$ cat src/rtl/heartbeat_monitor.sv
// Heartbeat monitor for two CPUs (A, B) sharing a memory switch-board.
// A common prescaler produces a timeout tick. Each CPU has its own
// timeout timer, recovery counter, OK/FAIL/RECOVER state machine and
// saturating failure counter.
module heartbeat_monitor #(
  parameter int unsigned PRESCALE      = 100,
  parameter int unsigned TIMEOUT_TICKS = 1000,
  parameter int unsigned RECOVER_CNT   = 3
) (
  input  logic       clk,
  input  logic       rst,
  input  logic       A_hb,
  input  logic       B_hb,
  output logic       CPUA_fail,
  output logic       CPUB_fail,
  output logic       fail_change,
  output logic [7:0] A_fail_cnt,
  output logic [7:0] B_fail_cnt
);

  localparam int unsigned TMR_W = 16;
  localparam int unsigned RCV_W = 8;
  localparam int unsigned CNT_W = 8;
  localparam int unsigned NCH   = 2;

  localparam logic [TMR_W-1:0] PRE_LAST = TMR_W'(PRESCALE - 1);
  localparam logic [TMR_W-1:0] TMO_SAT  = TMR_W'(TIMEOUT_TICKS);
  localparam logic [TMR_W-1:0] TMO_LAST = TMR_W'(TIMEOUT_TICKS - 1);
  localparam logic [RCV_W-1:0] RCV_LAST = RCV_W'(RECOVER_CNT - 1);
  localparam logic [CNT_W-1:0] CNT_MAX  = '1;
  localparam bit               RCV_ONE  = (RECOVER_CNT == 1);

  typedef enum logic [1:0] {
    ST_OK      = 2'd0,
    ST_FAIL    = 2'd1,
    ST_RECOVER = 2'd2
  } state_t;

  logic [TMR_W-1:0] r_presc;
  state_t           r_state [NCH];
  logic [TMR_W-1:0] r_timer [NCH];
  logic [RCV_W-1:0] r_rcv   [NCH];
  logic [CNT_W-1:0] r_fcnt  [NCH];
  logic [NCH-1:0]   r_fail;
  logic             r_fail_change;

  logic             w_tick;
  logic [NCH-1:0]   w_hb;
  logic [NCH-1:0]   w_timeout;
  logic [NCH-1:0]   w_set;
  logic [NCH-1:0]   w_clr;

  assign w_tick = (r_presc == PRE_LAST);
  assign w_hb   = {B_hb, A_hb};

  // Per-channel timeout event and fail-flag set/clear decode.
  always_comb begin
    w_timeout = '0;
    w_set     = '0;
    w_clr     = '0;
    for (int i = 0; i < NCH; i++) begin
      w_timeout[i] = w_tick & ~w_hb[i] & (r_timer[i] == TMO_LAST);
      w_set[i]     = (r_state[i] == ST_OK) & w_timeout[i];
      w_clr[i]     = w_hb[i] & (((r_state[i] == ST_FAIL) & RCV_ONE) |
                                ((r_state[i] == ST_RECOVER) & (r_rcv[i] == RCV_LAST)));
    end
  end

  // Free-running prescaler, wraps after PRESCALE-1.
  always_ff @(posedge clk) begin
    if (rst) begin
      r_presc <= '0;
    end else if (w_tick) begin
      r_presc <= '0;
    end else begin
      r_presc <= r_presc + TMR_W'(1);
    end
  end

  // Channel timers, state machines, fail flags and failure counters.
  always_ff @(posedge clk) begin
    if (rst) begin
      for (int i = 0; i < NCH; i++) begin
        r_state[i] <= ST_OK;
        r_timer[i] <= '0;
        r_rcv[i]   <= '0;
        r_fcnt[i]  <= '0;
      end
      r_fail        <= '0;
      r_fail_change <= 1'b0;
    end else begin
      for (int i = 0; i < NCH; i++) begin
        // Heartbeat wins over a coincident tick.
        if (w_hb[i]) begin
          r_timer[i] <= '0;
        end else if (w_tick && (r_timer[i] != TMO_SAT)) begin
          r_timer[i] <= r_timer[i] + TMR_W'(1);
        end

        case (r_state[i])
          ST_OK: begin
            if (w_timeout[i]) begin
              r_state[i] <= ST_FAIL;
              r_rcv[i]   <= '0;
              if (r_fcnt[i] != CNT_MAX) begin
                r_fcnt[i] <= r_fcnt[i] + CNT_W'(1);
              end
            end
          end
          ST_FAIL: begin
            if (w_hb[i]) begin
              if (RCV_ONE) begin
                r_state[i] <= ST_OK;
                r_rcv[i]   <= '0;
              end else begin
                r_state[i] <= ST_RECOVER;
                r_rcv[i]   <= RCV_W'(1);
              end
            end
          end
          ST_RECOVER: begin
            if (w_hb[i]) begin
              if (r_rcv[i] == RCV_LAST) begin
                r_state[i] <= ST_OK;
                r_rcv[i]   <= '0;
              end else begin
                r_rcv[i] <= r_rcv[i] + RCV_W'(1);
              end
            end else if (w_timeout[i]) begin
              // Relapse: no failure-count increment.
              r_state[i] <= ST_FAIL;
              r_rcv[i]   <= '0;
            end
          end
          default: begin
            r_state[i] <= ST_OK;
            r_rcv[i]   <= '0;
          end
        endcase
      end
      r_fail        <= (r_fail | w_set) & ~w_clr;
      r_fail_change <= |(w_set | w_clr);
    end
  end

  assign CPUA_fail   = r_fail[0];
  assign CPUB_fail   = r_fail[1];
  assign fail_change = r_fail_change;
  assign A_fail_cnt  = r_fcnt[0];
  assign B_fail_cnt  = r_fcnt[1];

endmodule

$ cat config.mk
export PLATFORM = sky130hd
export DESIGN_NAME = heartbeat_monitor
export DESIGN_NICKNAME = d
export VERILOG_FILES = /design/src/rtl/heartbeat_monitor.sv
export SDC_FILE = /design/constraint.sdc
export NUM_CORES = 1
export LEC_CHECK = 0
export BUFFER_PORTS_ARGS = -buffer_cell sky130_fd_sc_hd__buf_2
export CELL_PAD_IN_SITES_DETAIL_PLACEMENT = 1
export CELL_PAD_IN_SITES_GLOBAL_PLACEMENT = 2
export CORE_AREA = 2 2 115 117
export DETAILED_ROUTE_END_ITERATION = 8
export DIE_AREA = 0 0 117 119
export PLACE_DENSITY = 0.83
export SLEW_MARGIN = 15
export SYNTH_ARGS = -nofsm -noshare
export SYNTH_HDL_FRONTEND = slang
export SYNTH_SLANG_ARGS = --single-unit
$ cat constraint.sdc
create_clock -name clk -period 5 [get_ports clk]
set_input_delay 1 -clock clk [delete_from_list [all_inputs] [get_ports clk]]
set_output_delay 1 -clock clk [all_outputs]
set_load 0.03 [all_outputs]
==> out/metrics.csv, run 1 <==
stage,metric,value,unit
status,status,finished clean,
clocking,cts_tree,built,
sta,period_share,51.2,%
floorplan,die_h,119,um
floorplan,start_util,36.0,%
global_routing,grt_pass1_wl,17.1,mm
critical_path,cp.arrival,2.58,ns
critical_path,cpLargestDelayFamily,simple AND/OR/NAND/NOR gates,
power_and_ir_drop,ir_drop,0.000152,V
yosys,synthesis.nets,470,
clocking,cts_hold_buf,0,
floorplan,io_pins,23,
clocking,insertion_delay,0.34,ns
floorplan,die_x,117,um
critical_path,crit_buf_inv,0,
cells_and_area,most-common-layout-cells,"nor2_1 (91), edfxtp_1 (68), nand2_1 (37)",
sta,layout_min_cycle_time,2.56,ns
clocking,cts_buffers,9,
clocking,htree_levels,3,
clocking,cts.sinks,87,
critical_path,cp.depth,5,
job,maxCapViolCount,0,
global_routing,grt_usage,15.5,%
global_routing,grt_max_degree,18,
cells_and_area,layout_commonest_cell,nor2_1,
global_routing,overflow,0,
cells_and_area,fin_util,40.4,%
critical_path,slowest_delay,0.58,ns
critical_path,worstSetupPathType,flop to flop,
yosys,yosys_warnings,0,
hold_path,hp-class,flop to flop,
sta,max-slew-margin-rel,51.1,%
detailed_routing,via_per_inst,4.99,
clocking,cts_buffer_depth,2,
sta,finalSetupViolCount,0,
detailed_routing,drtIter0Drc,110,
yosys,netlist_instances,455,
critical_path,critPathLaunchType,flop,
floorplan,die_area,13900,um2
floorplan,placeableCoreArea,12900,um2
yosys,syn-mean-instance-area,10.2,um2
cells_and_area,drive_gt1_share,10.0,%
yosys,synth_edf_count,68,
yosys,synthArstFlopShare,0,%
yosys,synth_cell_types,47,
sta,rsz0062_at_grt,no,
global_routing,antenna_found_initial,0,
critical_path,critical_path.most_common_cell,nor4_1,
floorplan,rows,42,
clocking,post_cts_resized,0,
sta,hold_slack,0.462,ns
power_and_ir_drop,p_leak,1.84,nW
sta,max_clock_freq,390,MHz
sta,hold_violations,0,
critical_path,crit_required,5.02,ns
cells_and_area,syn_to_final_growth,12.1,%
power_and_ir_drop,p_per_area,310,nW/um2
critical_path,reg2reg_depth,5,
global_routing,grt_pass1_vias,3493,
hold_path,hold_depth,2,
sta,tightest_slew,0.732,ns
sta,fin_worst_skew,0.00823,ns
critical_path,cp-end-kind,flop,
yosys,synth_top_flop_cell,edfxtp_1,
sta,final.setup.tns,0,ns
sta,drv_slew,0,
cells_and_area,antenna_cells,0,
placed_design,routabilityCongestion,0.761,
detailed_routing,ant_nets,0,
detailed_routing,avgRoutedWirePerCell,14.8,um
yosys,synth_seq_area_share,52.2,%
cells_and_area,nets,490,
placed_design,hpwl,6.85,mm
detailed_routing,drcViolationCount,0,
yosys,synth_seq_cells,87,
clocking,clock-root-buffer,clkbuf_16,
clocking,cts_setup_buffers,0,
critical_path,path_cells,nor4_1 > nand4_1 > nor4_1 > o21ai_0 > nand2_1,
critical_path,cp_max_fo,8,
detailed_routing,vias,3273,
placed_design,portBuffers,22,
critical_path,slowest_stage,nor4_1,
yosys,syn_area,4640,um2
detailed_routing,drt_pass1_iterations,4,
clocking,clkTransAtPathRegs,0.06,ns
detailed_routing,drt_wl_total,9.74,mm
==> layout make-up <==
class,count,area [um2]
clock buffers,12,279
clock inverters,4,25.0
fillers,1475,7680
inverters,17,63.8
multi-input cells,337,2070
flip-flops and latches,87,2420
well taps,176,220
repair buffers,23,118
==> per-layer routing <==
layer	vias up	part of all wire (%)	track usage [%]
met1	1584	48	20.6
met5	-	0	0
li1	1637	-	-
met4	0	1.6	6.25
met2	44	48	24.8
met3	8	2.8	2.85
==> through the flow <==
step | instances | cell area (um2) | power (W) | setup slack, ns
floorplan | 455 | 4640 | 0.000919 | 1.88
global placement | 640 | 4890 | 0.000945 | 2.16
detailed placement | 640 | 4890 | 0.000950 | 2.09
CTS | 656 | 5200 | 0.00163 | 2.40
global route | 656 | 5200 | 0.00167 | 2.15
finish | 656 | 5200 | 0.00161 | 2.44
==> registers in the layout, indices dropped and copies added, names as in the netlist <==
register / flops
r_fcnt: 16
r_presc: 16
fail_change: 1
r_fail: 2
r_state: 4
r_rcv: 16
r_timer: 32
==> cells by family after synthesis <==
group,share of synthesized area [%]
adders and majority gates,2.97
AOI/OAI and AO/OA,3.81
buffers and inverters,3.10
DFF,52.2
and+or+nand+nor,25.2
xor gates and xnor gates,12.7
==> Yosys cell counts (2+ instances only) <==
| master | number | area, um2 |
|---|---|---|
| xnor2_1 | 32 | 280 |
| o21ai_0 | 4 | 20.0 |
| and3_1 | 17 | 106 |
| clkbuf_1 | 10 | 37.5 |
| edfxtp_1 | 68 | 2040 |
| nand3_1 | 30 | 150 |
| nand4_1 | 12 | 75.1 |
| o21bai_1 | 3 | 22.5 |
| ha_1 | 11 | 138 |
| or2_2 | 2 | 12.5 |
| nor4b_1 | 3 | 26.3 |
| xor2_1 | 35 | 307 |
| nor4bb_1 | 2 | 20.0 |
| nand2_1 | 37 | 139 |
| or3_1 | 3 | 18.8 |
| nor2_1 | 91 | 342 |
| inv_1 | 17 | 63.8 |
| dfxtp_1 | 19 | 380 |
| a21oi_1 | 3 | 15.0 |
| a31oi_1 | 3 | 18.8 |
| and4_1 | 3 | 26.3 |
| nor4_1 | 6 | 37.5 |
| and2_1 | 4 | 25.0 |
| buf_6 | 2 | 22.5 |
| nor2_2 | 2 | 12.5 |
| nor3_1 | 15 | 75.1 |
==> worst register-to-register path: cells and delay by family (launching register included) <==
family             cells  cell delay (ns)
and+or+nand+nor        4             1.62
AOI/OAI and AO/OA      1             0.16
DFF                    1             0.45
==> where the power goes <==
| group | switching [W] | leakage [nW] | internal, W |
|---|---|---|---|
| combinational | 0.0000564 | 0.785 | 0.0000326 |
| clock | 0.000280 | 0.153 | 0.000397 |
| sequential | 0.0000356 | 0.900 | 0.000810 |
==> worst paths after layout <==
check,start,endpoint,slack [ns]
worst max-delay path,r_timer[0][12],r_fcnt[0][2],2.44
worst min-delay path,r_fail[1],r_fail[1],0.46
worst max register to register,r_timer[0][12],r_fcnt[0][2],2.44
worst min register to register,r_fail[1],r_fail[1],0.46
(Power assumes the default switching activity.)
==> inputs of run 2 (changes only) <==
Settings changed: CORE_AREA 2 2 115 117 to 2 2 117 119, DIE_AREA 0 0 117 119 to 0 0 119 121, PLACE_DENSITY 0.83 to 0.84.
Clock period 5 ns to 2.12 ns, I/O delays scaled along.
==> run 2 against run 1 <==
Net effect: critical path depth is 2 higher; flip-flop and latch count unchanged; critical path type unchanged; critical endpoint is now r_rcv[1][0]; via count rose by 8.2%; wire length up 8.6%; utilization up 2.9 points; maximum frequency rose by 26%; register-to-register slack worse by 2.4 ns; cell count rose by 6.4%; sequential power up 140%; first-iteration DRC count increased by 7.3%.
==> out/metrics.csv, run 2 (same netlist as run 1, synthesis figures left out) <==
stage,metric,value,unit,change
cells_and_area,layout_commonest_cell,nor2_1,,unchanged
critical_path,cp.depth,7,,was 5
global_routing,grt_pass1_wl,17.8,mm,was 17.1 mm
floorplan,start_util,35.4,%,was 36.0%
placed_design,portBuffers,22,,unchanged
critical_path,r2r_start,r_timer[1][13],,was r_timer[0][12]
cells_and_area,most-common-layout-cells,"nor2_1 (90), edfxtp_1 (68), buf_4 (39)",,"was nor2_1 (91), edfxtp_1 (68), nand2_1 (37)"
status,status,finished clean,,unchanged
sta,fin_worst_skew,0.00842,ns,was 0.00823 ns
sta,tightest_slew,0.560,ns,was 0.732 ns
clocking,insertion_delay,0.35,ns,was 0.34 ns
sta,max-slew-margin-rel,62.3,%,was 51.1%
global_routing,grt_max_degree,17,,was 18
placed_design,hpwl,7.45,mm,was 6.85 mm
detailed_routing,vias,3542,,"was 3,273"
detailed_routing,drtIter0Drc,118,,was 110
floorplan,die_area,14400,um2,"was 13,900 um2"
sta,max_clock_freq,492,MHz,was 390 MHz
detailed_routing,drt_wl_total,10.6,mm,was 9.74 mm
cells_and_area,fillers,1457,,"was 1,475"
placed_design,routabilityCongestion,0.753,,was 0.761
clocking,cts_hold_buf,0,,unchanged
hold_path,min_from,r_presc[0],,was r_fail[1]
critical_path,cpLargestDelayFamily,simple AND/OR/NAND/NOR gates,,unchanged
cells_and_area,fin_util,43.3,%,was 40.4%
power_and_ir_drop,p_leak,2.09,nW,was 1.84 nW
sta,period_share,95.9,%,was 51.2%
placed_design,dp_slack,-0.0449,ns,was 2.09 ns
sta,final.setup.tns,0,ns,unchanged
clocking,htree_levels,3,,unchanged
placed_design,placed_area,5270,um2,was 4890 um2
detailed_routing,avgRoutedWirePerCell,15.2,um,was 14.8 um
critical_path,rrSetupSlack,0.09,ns,was 2.44 ns
cells_and_area,nets,533,,was 490
global_routing,antenna_found_initial,0,,unchanged
global_routing,overflow,0,,unchanged
power_and_ir_drop,ir_drop,0.000378,V,was 0.000152 V
detailed_routing,ant_nets,0,,unchanged
critical_path,r2r-end,r_rcv[1][0],,was r_fcnt[0][2]
clocking,cts_tree,built,,unchanged
global_routing,grt_pass1_vias,3649,,"was 3,493"
cells_and_area,design_area,5670,um2,was 5200 um2
critical_path,cp.arrival,2.10,ns,was 2.58 ns
hold_path,hp-class,flop to flop,,unchanged
critical_path,slowest_stage,edfxtp_1,,was nor4_1
floorplan,placeableCoreArea,13100,um2,"was 12,900 um2"
clocking,cts_buffer_depth,2,,unchanged
detailed_routing,via_per_inst,5.07,,was 4.99
job,maxCapViolCount,0,,unchanged
critical_path,cp_max_fo,8,,unchanged
critical_path,slowest_delay,0.43,ns,was 0.58 ns
critical_path,worstSetupPathType,flop to flop,,unchanged
critical_path,critPathLaunch,r_timer[1][13],,was r_timer[0][12]
cells_and_area,multi_input_area,2160,um2,was 2070 um2
critical_path,cp-end-kind,flop,,unchanged
critical_path,critPathLaunchType,flop,,unchanged
sta,setup_slack,0.0866,ns,was 2.44 ns
floorplan,die_x,119,um,was 117 um
cells_and_area,largest_register,r_timer,,unchanged
critical_path,reg2reg_depth,7,,was 5
sta,hold_slack,0.436,ns,was 0.462 ns
sta,hold_violations,0,,unchanged
detailed_routing,drcViolationCount,0,,unchanged
sta,finalSetupViolCount,0,,unchanged
clocking,clock-root-buffer,clkbuf_16,,unchanged
critical_path,path_cells,nor4_2 > buf_4 > nand4_1 > nor2_4 > o22ai_1 > nand2_1 > buf_12,,was nor4_1 > nand4_1 > nor4_1 > o21ai_0 > nand2_1
cells_and_area,drive_gt1_share,19.3,%,was 10.0%
critical_path,crit_path_end,r_rcv[1][0],,was r_fcnt[0][2]
power_and_ir_drop,p_per_area,696,nW/um2,was 310 nW/um2
floorplan,die_h,121,um,was 119 um
global_routing,grt_usage,15.6,%,was 15.5%
cells_and_area,antenna_cells,0,,unchanged
critical_path,crit_buf_inv,2,,was 0
clocking,clkTransAtPathRegs,0.06,ns,about the same
cells_and_area,largest_reg_flops,32,,unchanged
detailed_routing,drt_pass1_iterations,4,,unchanged
floorplan,rows,42,,unchanged
cells_and_area,syn_to_final_growth,22.3,%,was 12.1%
sta,drv_slew,0,,unchanged
sta,layout_min_cycle_time,2.03,ns,was 2.56 ns
critical_path,crit_required,2.19,ns,was 5.02 ns
clocking,cts.sinks,87,,unchanged
floorplan,io_pins,23,,unchanged
clocking,cts_buffers,9,,unchanged
cells_and_area,regArea,2420,um2,about the same
-- run 2: how the worst min path moves through the flow --
stage / end / slack [ns] / depth (start not counted)
2_1_floorplan: r_presc[0] / 0.43 / 1
3_3_place_gp: r_presc[0] / 0.44 / 1
3_5_place_dp: r_fail[1] / 0.45 / 2
4_1_cts: fail_change / 0.44 / 2
5_1_grt: r_presc[0] / 0.46 / 1
6_report: r_presc[0] / 0.44 / 1
-- run 2: per-layer routing --
layer | share of wire [%] | track usage [%] | vias up
li1 | - | - | 1718
met1 | 46 | 19.5 | 1773
met2 | 49 | 25.9 | 38
met3 | 2.6 | 3.43 | 13
met4 | 1.7 | 6.62 | 0
met5 | 0 | 0 | -
-- run 2: cell type report --
class,instances,share of cell area (%)
flip-flops and latches,87,42.7
multi-input cells,337,38.2
repair buffers,66,8.72
clock buffers,10,4.04
well taps,176,3.88
clock inverters,5,1.30
inverters,17,1.13
-- run 2: power breakdown --
part           internal [W]  leakage, nW  total, W  switching (W)
sequential          0.00191        0.900   0.00199      0.0000767
combinational      0.000128         1.04  0.000286       0.000159
clock               0.00102        0.150   0.00167       0.000653
total               0.00306         2.09   0.00394       0.000888
-- run 2: per-stage QoR --
stage          total power [W]  cells
6_report               0.00394    698
5_1_grt                0.00408    698
4_1_cts                0.00397    697
3_5_place_dp           0.00230    682
3_3_place_gp           0.00229    682
2_1_floorplan          0.00217    455
-- run 2: repair_timing --
item | 4_1_cts | 5_1_grt
buffers inserted | 0 | 1
gates cloned | 0 | 0
gates resized for setup | 6 | 11
setup endpoints to repair | 26 | 75
==> inputs of run 3 (changes only) <==
Settings changed: RECOVER_POWER from default to 50.
==> run 3 against run 2 <==
Net effect: utilization is 0.34 points lower; via count barely moved; highest routed layer unchanged; clock power hardly changed; critical path type unchanged.
==> out/metrics.csv, run 3 (same netlist as run 1, synthesis figures left out) <==
stage,metric,value,unit,change
detailed_routing,drtIter0Drc,118,,unchanged
cells_and_area,regArea,2420,um2,unchanged
critical_path,cp_max_fo,8,,unchanged
placed_design,portBuffers,22,,unchanged
clocking,cts_buffers,9,,unchanged
power_and_ir_drop,p_leak,2.00,nW,was 2.09 nW
sta,period_share,95.7,%,was 95.9%
sta,final.setup.tns,0,ns,unchanged
power_and_ir_drop,p_comb_share,7.1,%,was 7.3%
power_and_ir_drop,seq_power_share,50.5,%,was 50.4%
detailed_routing,via_per_inst,5.08,,was 5.07
sta,hold_violations,0,,unchanged
critical_path,crit_buf_inv,2,,unchanged
global_routing,overflow,0,,unchanged
clocking,insertion_delay,0.34,ns,was 0.35 ns
sta,tightest_slew,0.560,ns,about the same
hold_path,hold_depth,1,,unchanged
placed_design,routabilityCongestion,0.753,,unchanged
critical_path,r2r_start,r_timer[1][13],,unchanged
power_and_ir_drop,clkPwrFrac,42.4,%,about the same
placed_design,dp_cells,682,,unchanged
cells_and_area,syn_to_final_growth,21.3,%,was 22.3%
cells_and_area,design_area,5620,um2,was 5670 um2
cells_and_area,fin_cells,698,,unchanged
cells_and_area,most-common-layout-cells,"nor2_1 (90), edfxtp_1 (68), nand2_1 (37), buf_4 (37), xor2_1 (35)",,"was nor2_1 (90), edfxtp_1 (68), buf_4 (39)"
global_routing,grt_usage,15.6,%,unchanged
hold_path,hp-class,flop to flop,,unchanged
power_and_ir_drop,swShare,22.5,%,about the same
clocking,htree_levels,3,,unchanged
critical_path,path_cells,nor4_2 > buf_4 > nand4_1 > nor2_4 > o22ai_1 > nand2_1 > buf_12,,unchanged
critical_path,cp-end-kind,flop,,unchanged
job,maxCapViolCount,0,,unchanged
hold_path,min_from,r_presc[0],,unchanged
critical_path,critPathLaunch,r_timer[1][13],,unchanged
detailed_routing,drt_wl_total,10.5,mm,was 10.6 mm
clocking,cts_tree,built,,unchanged
power_and_ir_drop,power.switching,0.000886,W,was 0.000888 W
critical_path,critPathLaunchType,flop,,unchanged
cells_and_area,fin_util,43.0,%,was 43.3%
placed_design,hpwl,7.45,mm,unchanged
global_routing,grt_pass1_wl,17.8,mm,unchanged
detailed_routing,avgRoutedWirePerCell,15.1,um,was 15.2 um
cells_and_area,largest_register,r_timer,,unchanged
power_and_ir_drop,p_per_area,700,nW/um2,was 696 nW/um2
placed_design,dp_slack,-0.0449,ns,unchanged
detailed_routing,drt_pass1_iterations,4,,unchanged
global_routing,grt_max_degree,17,,unchanged
placed_design,placed_area,5270,um2,unchanged
cells_and_area,largest_reg_flops,32,,unchanged
detailed_routing,drcViolationCount,0,,unchanged
critical_path,rrSetupSlack,0.09,ns,about the same
critical_path,slowest_stage,edfxtp_1,,unchanged
global_routing,grt_pass1_vias,3649,,unchanged
sta,setup_slack,0.0902,ns,was 0.0866 ns
critical_path,r2r-end,r_rcv[1][0],,unchanged
clocking,clkTransAtPathRegs,0.06,ns,about the same
sta,layout_min_cycle_time,2.03,ns,about the same
floorplan,die_x,119,um,unchanged
critical_path,reg2reg_depth,7,,unchanged
floorplan,placeableCoreArea,13100,um2,unchanged
status,status,finished clean,,unchanged
floorplan,start_util,35.4,%,unchanged
sta,max_clock_freq,493,MHz,was 492 MHz
hold_path,holdPathEnd,r_presc[0],,unchanged
detailed_routing,ant_nets,0,,unchanged
floorplan,io_pins,23,,unchanged
critical_path,crit_required,2.19,ns,about the same
cells_and_area,multi_input_area,2160,um2,unchanged
critical_path,worstSetupPathType,flop to flop,,unchanged
clocking,cts.sinks,87,,unchanged
critical_path,slowest_delay,0.43,ns,about the same
critical_path,cpLargestDelayFamily,simple AND/OR/NAND/NOR gates,,unchanged
cells_and_area,nets,533,,unchanged
global_routing,antenna_found_initial,0,,unchanged
cells_and_area,drive_gt1_share,15.5,%,was 19.3%
sta,drv_slew,0,,unchanged
cells_and_area,fillers,1466,,"was 1,457"
power_and_ir_drop,ir_drop,0.000379,V,was 0.000378 V
cells_and_area,layout_commonest_cell,nor2_1,,unchanged
critical_path,cp.arrival,2.10,ns,about the same
detailed_routing,vias,3545,,"was 3,542"
floorplan,rows,42,,unchanged
floorplan,die_area,14400,um2,unchanged
floorplan,die_h,121,um,unchanged
sta,finalSetupViolCount,0,,unchanged
power_and_ir_drop,p_int,0.00305,W,was 0.00306 W
sta,fin_worst_skew,0.00725,ns,was 0.00842 ns
cells_and_area,antenna_cells,0,,unchanged
sta,max-slew-margin-rel,62.3,%,about the same
clocking,clock-root-buffer,clkbuf_16,,unchanged
clocking,cts_buffer_depth,2,,unchanged
-- run 3: cell count changes in the layout (fill, tap and decap cells not counted) --
cell | previous run | this run
clkbuf_1 | 1 | 21
buf_2 | 22 | 3
and2_0 | 0 | 2
and2_1 | 4 | 2
buf_4 | 39 | 37
clkbuf_2 | 0 | 2
buf_12 | 4 | 3
-- run 3: stage by stage --
| stage | hold WS, ns | total power [W] |
|---|---|---|
| 6_report | 0.436 | 0.00393 |
| 5_1_grt | 0.455 | 0.00407 |
| 4_1_cts | 0.445 | 0.00397 |
| 3_5_place_dp | 0.453 | 0.00230 |
| 3_3_place_gp | 0.443 | 0.00229 |
| 2_1_floorplan | 0.430 | 0.00217 |
-- run 3: layout make-up --
type	count	share of cell area [%]
Sequential cell	87	43.1
Multi-Input combinational cell	337	38.5
Timing Repair Buffer	66	7.99
Clock buffer	10	4.07
Tap cell	176	3.92
Clock inverter	5	1.31
Inverter	17	1.13
-- run 3: timing repair --
item / CTS / global route
resized for setup: 6 / 11
hold buffers: 0 / 0
setup buffers: 0 / 1
setup endpoints to repair: 26 / 75
-- run 3: how the worst max path moves through the flow --
| stage | cells after the start | end |
|---|---|---|
| 3_3_place_gp | 7 | r_fcnt[0][1] |
| 4_1_cts | 7 | r_timer[0][13] |
| 6_report | 7 | r_rcv[1][0] |
| 5_1_grt | 7 | r_state[0][0] |
| 3_5_place_dp | 7 | r_fcnt[0][1] |
| 2_1_floorplan | 6 | r_fcnt[0][0] |
-- run 3: power by group through the flow --
| stage | sequential (W) | clock (W) | combinational [W] |
|---|---|---|---|
| final | 0.00199 | 0.00167 | 0.000279 |
| after global routing | 0.00200 | 0.00177 | 0.000310 |
| after CTS | 0.00198 | 0.00170 | 0.000284 |
| after detailed placement | 0.00202 | 0 | 0.000278 |
| after global placement | 0.00201 | 0 | 0.000273 |
| after floorplan | 0.00202 | 0 | 0.000151 |
-- run 3: per-layer routing --
layer / GRT usage [%] / vias to the layer above / wire (um)
met3: 3.43 / 14 / 284
met5: 0 / - / 0
li1: - / 1720 / -
met1: 19.5 / 1769 / 4860
met4: 6.62 / 0 / 207
met2: 25.9 / 42 / 5190
